**config.mk**
```make
export PLATFORM = sky130hd
export DESIGN_NAME = elevator_controller
export DESIGN_NICKNAME = d
export VERILOG_FILES = /design/src/rtl/elevator_pkg.sv /design/src/rtl/elevator_timer.sv /design/src/rtl/elevator_controller.sv
export SDC_FILE = /design/constraint.sdc
export NUM_CORES = 1
export LEC_CHECK = 0
export ABC_AREA = 1
export CAP_MARGIN = 20
export CORE_UTILIZATION = 40
export CTS_BUF_LIST = sky130_fd_sc_hd__clkbuf_2 sky130_fd_sc_hd__clkbuf_4 sky130_fd_sc_hd__clkbuf_8
export CTS_CLUSTER_SIZE = 28
export DETAILED_ROUTE_END_ITERATION = 12
export GPL_TIMING_DRIVEN = 0
export PLACE_DENSITY_LB_ADDON = 0.2
export SLEW_MARGIN = 20
export SYNTH_ARGS = -nofsm -noshare
export SYNTH_HDL_FRONTEND = slang
export SYNTH_SLANG_ARGS = --single-unit
export TNS_END_PERCENT = 5
```
**constraint.sdc**
```tcl
create_clock -name clk -period 3.35 [get_ports clk]
set_input_delay 0.335 -clock clk [delete_from_list [all_inputs] [get_ports clk]]
set_output_delay 0.335 -clock clk [all_outputs]
set_load 0.005 [all_outputs]
```
**src/rtl/elevator_pkg.sv**
```systemverilog
// Shared types and constants for the four-floor elevator controller.
// Latency: n/a (types and a pure helper function only).
// Backpressure: n/a.
package elevator_pkg;

    localparam int NUM_FLOORS = 4;
    localparam int FLOOR_W    = 2;

    typedef enum logic [1:0] {
        IDLE      = 2'd0,
        MOVE_UP   = 2'd1,
        MOVE_DOWN = 2'd2,
        DOOR_OPEN = 2'd3
    } state_t;

    typedef enum logic {
        DIR_UP   = 1'b0,
        DIR_DOWN = 1'b1
    } dir_t;

    // One-hot mask selecting a single floor.
    function automatic logic [NUM_FLOORS-1:0] floor_onehot(input logic [FLOOR_W-1:0] f);
        floor_onehot    = '0;
        floor_onehot[f] = 1'b1;
    endfunction

endpackage

```
**src/rtl/elevator_timer.sv**
```systemverilog
// Terminal counter: counts 0..limit while enabled, flags done at limit, then wraps to 0.
// Latency: done is decoded from the registered count (no input-to-output path except enable gating).
// Backpressure: none; clear has priority over enable and forces the count back to 0.
module elevator_timer #(
    parameter int W = 8
) (
    input  logic         clk,
    input  logic         rst_n,
    input  logic         clear,
    input  logic         enable,
    input  logic [W-1:0] limit,
    output logic         done
);

    logic [W-1:0] count;

    assign done = enable && (count == limit);

    // Count up while enabled, wrap at the limit, restart on clear.
    always_ff @(posedge clk) begin
        if (!rst_n) begin
            count <= '0;
        end else if (clear) begin
            count <= '0;
        end else if (enable) begin
            count <= done ? '0 : count + 1'b1;
        end
    end

endmodule

```
**src/rtl/elevator_controller.sv**
```systemverilog
// Four-floor elevator FSM: latches calls, sweeps one floor per travel period, opens door at called floors.
// Latency: req->pending 1 edge, pending->leaving IDLE 1 edge; all outputs registered.
// Backpressure: none; req is a level sampled every edge, a one-cycle pulse is enough.
module elevator_controller
    import elevator_pkg::*;
#(
    parameter int TRAVEL_CYCLES = 4,
    parameter int DOOR_CYCLES   = 3
) (
    input  logic                  clk,
    input  logic                  rst_n,
    input  logic [NUM_FLOORS-1:0] req,
    output logic [FLOOR_W-1:0]    floor_code,
    output logic                  moving_up,
    output logic                  moving_down,
    output logic                  door_open,
    output logic [NUM_FLOORS-1:0] pending
);

    localparam int MAX_CYCLES = (TRAVEL_CYCLES > DOOR_CYCLES) ? TRAVEL_CYCLES : DOOR_CYCLES;
    localparam int CNT_W      = (MAX_CYCLES < 2) ? 1 : $clog2(MAX_CYCLES);

    state_t                  state;
    dir_t                    last_dir;
    logic [NUM_FLOORS-1:0]   pend_above;
    logic [NUM_FLOORS-1:0]   pend_below;
    logic [NUM_FLOORS-1:0]   clear_mask;
    logic [FLOOR_W-1:0]      step_floor;
    logic                    in_motion;
    logic                    in_door;
    logic                    door_restart;
    logic                    travel_done;
    logic                    door_done;

    assign in_motion    = (state == MOVE_UP) || (state == MOVE_DOWN);
    assign in_door      = (state == DOOR_OPEN);
    // A call for the floor the door is already open at just holds the door longer.
    assign door_restart = in_door && req[floor_code];

    elevator_timer #(.W(CNT_W)) u_travel_timer (
        .clk    (clk),
        .rst_n  (rst_n),
        .clear  (!in_motion),
        .enable (in_motion),
        .limit  (CNT_W'(TRAVEL_CYCLES - 1)),
        .done   (travel_done)
    );

    elevator_timer #(.W(CNT_W)) u_door_timer (
        .clk    (clk),
        .rst_n  (rst_n),
        .clear  (!in_door || door_restart),
        .enable (in_door),
        .limit  (CNT_W'(DOOR_CYCLES - 1)),
        .done   (door_done)
    );

    // Pending-call masks relative to the car, the floor reached on the next step, and the floor to clear.
    always_comb begin
        pend_above = '0;
        pend_below = '0;
        for (int i = 0; i < NUM_FLOORS; i++) begin
            pend_above[i] = pending[i] && (FLOOR_W'(i) > floor_code);
            pend_below[i] = pending[i] && (FLOOR_W'(i) < floor_code);
        end

        step_floor = (state == MOVE_DOWN) ? floor_code - 1'b1 : floor_code + 1'b1;

        clear_mask = '0;
        case (state)
            IDLE:      if (pending[floor_code]) clear_mask = floor_onehot(floor_code);
            MOVE_UP,
            MOVE_DOWN: if (travel_done && pending[step_floor]) clear_mask = floor_onehot(step_floor);
            DOOR_OPEN: clear_mask = floor_onehot(floor_code);
            default:   clear_mask = '0;
        endcase
    end

    // Call latch: new requests accumulate, the floor being served is dropped (clear wins).
    always_ff @(posedge clk) begin
        if (!rst_n) begin
            pending <= '0;
        end else begin
            pending <= (pending | req) & ~clear_mask;
        end
    end

    // Main control FSM with registered motion/door indicators and floor position.
    always_ff @(posedge clk) begin
        if (!rst_n) begin
            state       <= IDLE;
            floor_code  <= '0;
            last_dir    <= DIR_UP;
            moving_up   <= 1'b0;
            moving_down <= 1'b0;
            door_open   <= 1'b0;
        end else begin
            case (state)
                IDLE: begin
                    if (pending[floor_code]) begin
                        state     <= DOOR_OPEN;
                        door_open <= 1'b1;
                    end else if ((last_dir == DIR_UP) && (|pend_above)) begin
                        state     <= MOVE_UP;
                        moving_up <= 1'b1;
                        last_dir  <= DIR_UP;
                    end else if (|pend_below) begin
                        state       <= MOVE_DOWN;
                        moving_down <= 1'b1;
                        last_dir    <= DIR_DOWN;
                    end else if (|pend_above) begin
                        state     <= MOVE_UP;
                        moving_up <= 1'b1;
                        last_dir  <= DIR_UP;
                    end
                end
                MOVE_UP, MOVE_DOWN: begin
                    if (travel_done) begin
                        floor_code <= step_floor;
                        if (pending[step_floor]) begin
                            state       <= DOOR_OPEN;
                            moving_up   <= 1'b0;
                            moving_down <= 1'b0;
                            door_open   <= 1'b1;
                        end else if ((state == MOVE_UP   && step_floor == FLOOR_W'(NUM_FLOORS - 1)) ||
                                     (state == MOVE_DOWN && step_floor == '0)) begin
                            // Defensive stop at the shaft ends; a call beyond the car normally prevents this.
                            state       <= IDLE;
                            moving_up   <= 1'b0;
                            moving_down <= 1'b0;
                        end
                    end
                end
                DOOR_OPEN: begin
                    if (door_done && !door_restart) begin
                        state     <= IDLE;
                        door_open <= 1'b0;
                    end
                end
                default: begin
                    state       <= IDLE;
                    moving_up   <= 1'b0;
                    moving_down <= 1'b0;
                    door_open   <= 1'b0;
                end
            endcase
        end
    end

endmodule

```
### Word level (Yosys, flattened, before mapping)

Index checks and enable logic that the tools add are counted.
Widths: inputs -> output; s select.

* reductions and logical operators: 38
* $add $sub $neg: 4
* bitwise logic cells: 7
* muxes and demuxes: 44
* order comparisons: 12
* equality and inequality tests: 17

Operator list (number)
* $mux 1: 22
* $mux 2: 10
* $logic_and 1x1->1: 18
* $ne 2x2->1 const B: 6
* $pmux 4 s3: 1
* $reduce_and 6->1: 2
* $eq 2x2->1 const B: 5
* $ne 3x3->1 const B: 3
* $mux 4: 2
* $reduce_and 4->1: 2
* $reduce_or 4->1: 2
* $add 2x1->2 const B: 3
* $bmux 1 s2: 3
* $lt 2x3->1 const B: 2
* $pmux 2 s3: 1
* $ne 5x5->1 const B: 1
* $and 4x4->4: 1
* $demux 1 s2: 2
* $ge 2x1->1 const B: 2
* $gt 1x2->1 const A: 2
* $gt 2x2->1 const A: 2
* $logic_not 2->1: 2
* $lt 1x2->1 const A: 2
* $lt 2x2->1 const A: 2
* 16 further kinds: 24

* bits in registers: 16
* word-level logic and storage cells: 131

### Depth between registers and ports, before layout

* depth in word-level cells: 10
* gate-level depth with buffers: 15

### Hierarchy

Synthesis repeated with hierarchy kept, for this count alone.

* cell total of the unflattened synthesis: 226
* area, all modules: 1417.6 sq um

By module, submodules not included
* elevator_controller: cells each 172, area an instance 1082.3 sq um, times used 1
* elevator_timer: cells each 27, area an instance 167.7 sq um, times used 2

### Worst setup path before layout

No wires, ideal clock.

* kind: flip-flop to flip-flop
* from: register floor_code[0]
* to: register moving_up
* data required time: 3.235 ns
* library setup time: 0.115 ns
* arrival time: 1.797 ns
* buffers on the path: 2
* slack: 1.438 ns
* stages on the path, launching flop included: 15
* cell sequence: dfxtp_1 -> buf_6 -> inv_4 -> buf_12 -> ha_1 -> inv_1 -> nand2_1 -> nand2_1 -> nand3_1 -> nand2_1 -> nor2_4 -> nor2_2 -> nand3_1 -> nand2_1 -> nor2_1

* word-level cells in the longest chain between the ends: 7
* elaborated cells on any way between the ends: 41
* classes of those cells: add/sub: 2; order compare: 8; eq/ne: 5; mux: 10; reduce/logical: 16

Ends and longest elaborated chain
* start, declared: RTL line elevator_controller.sv:13 `output logic [FLOOR_W-1:0] floor_code,`
* start signal, assigned: RTL line elevator_controller.sv:119 `floor_code <= step_floor;`
* $add 2x1->2, or another cell as far along: RTL line elevator_controller.sv:67 `step_floor = (state == MOVE_DOWN) ? floor_code - 1'b1 : floor_code + 1'b1;`
* $mux 2 or $logic_and 1x1->1 (tied branches): RTL line elevator_controller.sv:67, elevator_controller.sv:63
* $bmux 1 s2, or another cell as far along: RTL line elevator_controller.sv:120 `if (pending[step_floor]) begin`
* $mux 1 (implied by the code), or another cell as far along: RTL line elevator_controller.sv:120
* $mux 1, or another cell as far along: RTL line elevator_controller.sv:120
* $mux 1, or another cell as far along: RTL line elevator_controller.sv:118 `if (travel_done) begin`
* $pmux 1 s2 or $reduce_and 6->1 (tied branches)
* end signal, assigned: RTL line elevator_controller.sv:105 `moving_up <= 1'b1;`
* end signal, assigned: RTL line elevator_controller.sv:122 `moving_up <= 1'b0;`
* end signal, assigned: RTL line elevator_controller.sv:129 `moving_up <= 1'b0;`
* end, declared: RTL line elevator_controller.sv:14 `output logic moving_up,`

Several ways; a longest one is shown, not always the timed one. The select of a mux whose other input is x is not followed.
A chain may end at the register's enable or synchronous reset.

### Worst setup path after layout

* from: register floor_code[1]
* to: register state[1]

* word-level cells in the longest chain between the ends: 7
* elaborated cells on any way between the ends: 46
* classes of those cells: add/sub: 2; order compare: 8; eq/ne: 4; mux: 13; reduce/logical: 19

Ends and longest elaborated chain
* $add 2x1->2, or another cell as far along: RTL line elevator_controller.sv:67
* $mux 2, or another cell as far along: RTL line elevator_controller.sv:67
* $bmux 1 s2, or another cell as far along: RTL line elevator_controller.sv:120
* $mux 1 (implied by the code), or another cell as far along: RTL line elevator_controller.sv:120
* $mux 2, or another cell as far along: RTL line elevator_controller.sv:120
* $mux 2, or another cell as far along: RTL line elevator_controller.sv:118
* $pmux 2 s3 or $reduce_and 4->1 (tied branches)
* end signal, assigned: RTL line elevator_controller.sv:101 `state <= DOOR_OPEN;`
* end signal, assigned: RTL line elevator_controller.sv:104 `state <= MOVE_UP;`
* end signal, assigned: RTL line elevator_controller.sv:121 `state <= DOOR_OPEN;`
* end, declared: RTL line elevator_controller.sv:23 `state_t state;`

Several ways; a longest one is shown, not always the timed one. The select of a mux whose other input is x is not followed.

==> impl_metrics.csv <==
group,metric,value,unit
die,dieArea,3433,µm²
worst_setup_path,r2r_end,"state[1]",
yosys,ys_types,32,
timing,fmax,0.4766,GHz
worst_setup_path,criticalPathCategory,"reg -> reg",
worst_setup_path,path_common_cell,"nand2_1",
yosys,ys_top_cells_by_count,"nand2_1, inv_1, nor2_1",
clocking,cts-resized-gates,0,
routing,vias_per_cell,4.952,
yosys,syn_inst,186,
outcome,status,"completed",
die,rows,20,
routing,num_vias,1228,
global_route,antenna_found_initial,0,
final_layout,diodes,0,
clocking,clockBufferDepth,2,
clocking,cts_tree,"done",
yosys,ys_seq_elements,16,
timing,hold_viol_final,0,
clocking,insertion_delay,0.29,ns
die,pin_count,15,
timing,tns,0,ns
worst_setup_path,cp_max_fo,10,
power_and_ir_drop,ir_drop,0.4541,mV
die,core_region_area,3053,µm²
yosys,synth_area_leaders,"dfxtp_1, nand2_1, ha_1",
worst_setup_path,r2r_cells,13,
hold_path,min_path_type,"reg -> reg",
yosys,synth_area_leader_cell,"dfxtp_1",
timing,grt_setup_unrepaired,"no",
placement,place_hpwl,2.233,mm
worst_setup_path,path_cells,"inv_2 -> ha_1 -> inv_1 -> nand2_1 -> nand2_1 -> nand2_2 -> nand3_4 -> nor2_4 -> nor2_2 -> nand2_2 -> nand2_1 -> nand2_1 -> nor2_1",
yosys,synth_top_area_share,25.00,%
routing,totalWireLength,2.888,mm
timing,period_needed,2.098,ns
placement,port_buffers,14,
timing,setup_violations,0,
worst_setup_path,required,3.54,ns
routing,post_drt_wl_per_cell,11.65,µm
final_layout,nets,222,
power_and_ir_drop,p_per_area,561.9,nW/µm²
routing,first_pass_iters,4,
global_route,grt_pass1_wl,4.968,mm
global_route,grt_overflow,0,
yosys,synth_area_per_cell,6.888,µm²
routing,ant_nets,0,
clocking,cts_setup_buffers,0,
timing,relSlewSlack,68.41,%
yosys,synth-edff-count,0,
yosys,synth_top_flop_cell,"dfxtp_1",
worst_setup_path,cp_slowest_stage_delay,0.63,ns
clocking,cts_made_buffers,3,
die,chipHeight,58.60,µm
timing,fin_crit_sh,62.63,%
worst_setup_path,cp-start-kind,"flip-flop",
hold_path,holdPathEnd,"u_travel_timer.count[0]",
global_route,grt_pass1_vias,1149,
worst_setup_path,r2r_slack,1.25,ns
die,start_util,41.97,%
global_route,grt_use_total,18.84,%
die,fp.dieW,58.60,µm
worst_setup_path,arrival,2.29,ns
power_and_ir_drop,cellLeakagePower,0.0007056,µW
clocking,cts-root-buf,"clkbuf_4",
yosys,ys_async_sr_fraction,0,%
timing,skew,0.005927,ns
yosys,ys_warn_count,0,
clocking,cts_sinks,16,
yosys,synthesis.area,1281,µm²
worst_setup_path,r2r_start,"floor_code[1]",
placement,place_congestion,0.8770,
clocking,htree_num_levels,1,
power_and_ir_drop,total_power,850.0,µW
routing,drc_errors,0,
clocking,cts_hold_buf,0,
timing,tightest_slew,0.4731,ns
clocking,clk_pin_slew,0.10,ns
timing,hold_ws,0.4250,ns
worst_setup_path,cp-end-kind,"flip-flop",
global_route,grt_start_max_net_pins,13,
final_layout,final_util,49.55,%
final_layout,fillCellCount,340,
yosys,synth_most_common_cell,"nand2_1",
routing,drt_iter0_drc,51,
yosys,synth-seq-area-share,25.00,%
worst_setup_path,slowest_stage,"dfxtp_1",
run,drv_cap,0,
yosys,syn_nets,203,
final_layout,drive_gt1_share,17.16,%
timing,slew_violations,0,
hold_path,min_from,"u_travel_timer.count[0]",
final_layout,syn_to_final_growth,18.07,%
hold_path,whs_path_depth,1,
## kinds of logic (layout without fill, tap and decap cells)
group | count (synthesis) | in the layout | synth area share, %
AND/OR/NAND/NOR | 110 | 110 | 43.07
buffers and inverters | 25 | 43 | 10.35
AO/OA/AOI/OAI | 24 | 24 | 10.84
flip-flops | 16 | 16 | 25.00
adder cells (fa/ha/maj) | 11 | 11 | 10.74
## where the power goes
part | internal, µW | switching (µW) | leakage, µW
logic | 180 | 285 | 0.000553
clock network | 66.2 | 66.7 | 0.0000210
registers | 226 | 26.2 | 0.000131
total | 472 | 378 | 0.000706
## sequential cells by signal, summed over array words and instances (netlist names)
register,count
door_open,1
floor_code,2
last_dir,1
moving_down,1
moving_up,1
pending,4
state,2
u_door_timer.count,2
u_travel_timer.count,2
## worst max-delay path by stage
stage                  startpoint          end  slack [ns]
floorplan           floor_code[0]    moving_up        1.44
global placement    floor_code[0]    moving_up        1.29
detailed placement  floor_code[0]  moving_down        1.27
CTS                 floor_code[0]  moving_down        1.25
global route        floor_code[0]  moving_down        1.06
finish              floor_code[1]     state[1]        1.25
## placed cells by master (no fill, tap or decap), drive strengths merged
cell type / instances
clkbuf: 5
o22ai: 2
buf: 3
inv: 20
nand4: 2
and3: 1
a211oi: 1
o221ai: 2
nand3: 17
clkinv: 1
nand2: 66
nor3: 1
nor2: 22
o21a: 1
o21ai: 5
ha: 11
nand3b: 1
o211ai: 1
a21oi: 11
clkdlybuf4s50: 14
dfxtp: 16
a31oi: 1
## per-layer routing
layer | vias up | global-route usage (%) | wire length [µm]
met5 | - | 0 | 0
met4 | 0 | 6.463 | 25
met3 | 4 | 2.857 | 94
met2 | 24 | 32.35 | 1401
met1 | 569 | 24.09 | 1367
li1 | 631 | - | -
## critical path, delay by kind of cell (launching register included)
kind | cells | cell delay [ns]
simple gates | 10 | 0.76
buf+inv | 2 | 0.23
fa+ha+maj | 1 | 0.37
flops | 1 | 0.63
## cell type report
class	instances	area, µm²	area share, %
buffer	4	50.05	3.309
tap	44	55.05	3.639
sequential	16	320.3	21.17
timing repair buffer	14	140.1	9.264
clock buffer	4	36.28	2.399
multi-input combinational	145	828.3	54.76
inverter	21	82.58	5.459
## metrics by stage
stage | area, µm² | worst slack [ns] | instances
floorplan | 1281 | 1.438 | 186
global placement | 1476 | 1.291 | 244
detailed placement | 1476 | 1.273 | 244
CTS | 1513 | 1.251 | 248
global route | 1513 | 1.058 | 248
finish | 1513 | 1.252 | 248
(Power assumes the default switching activity.)
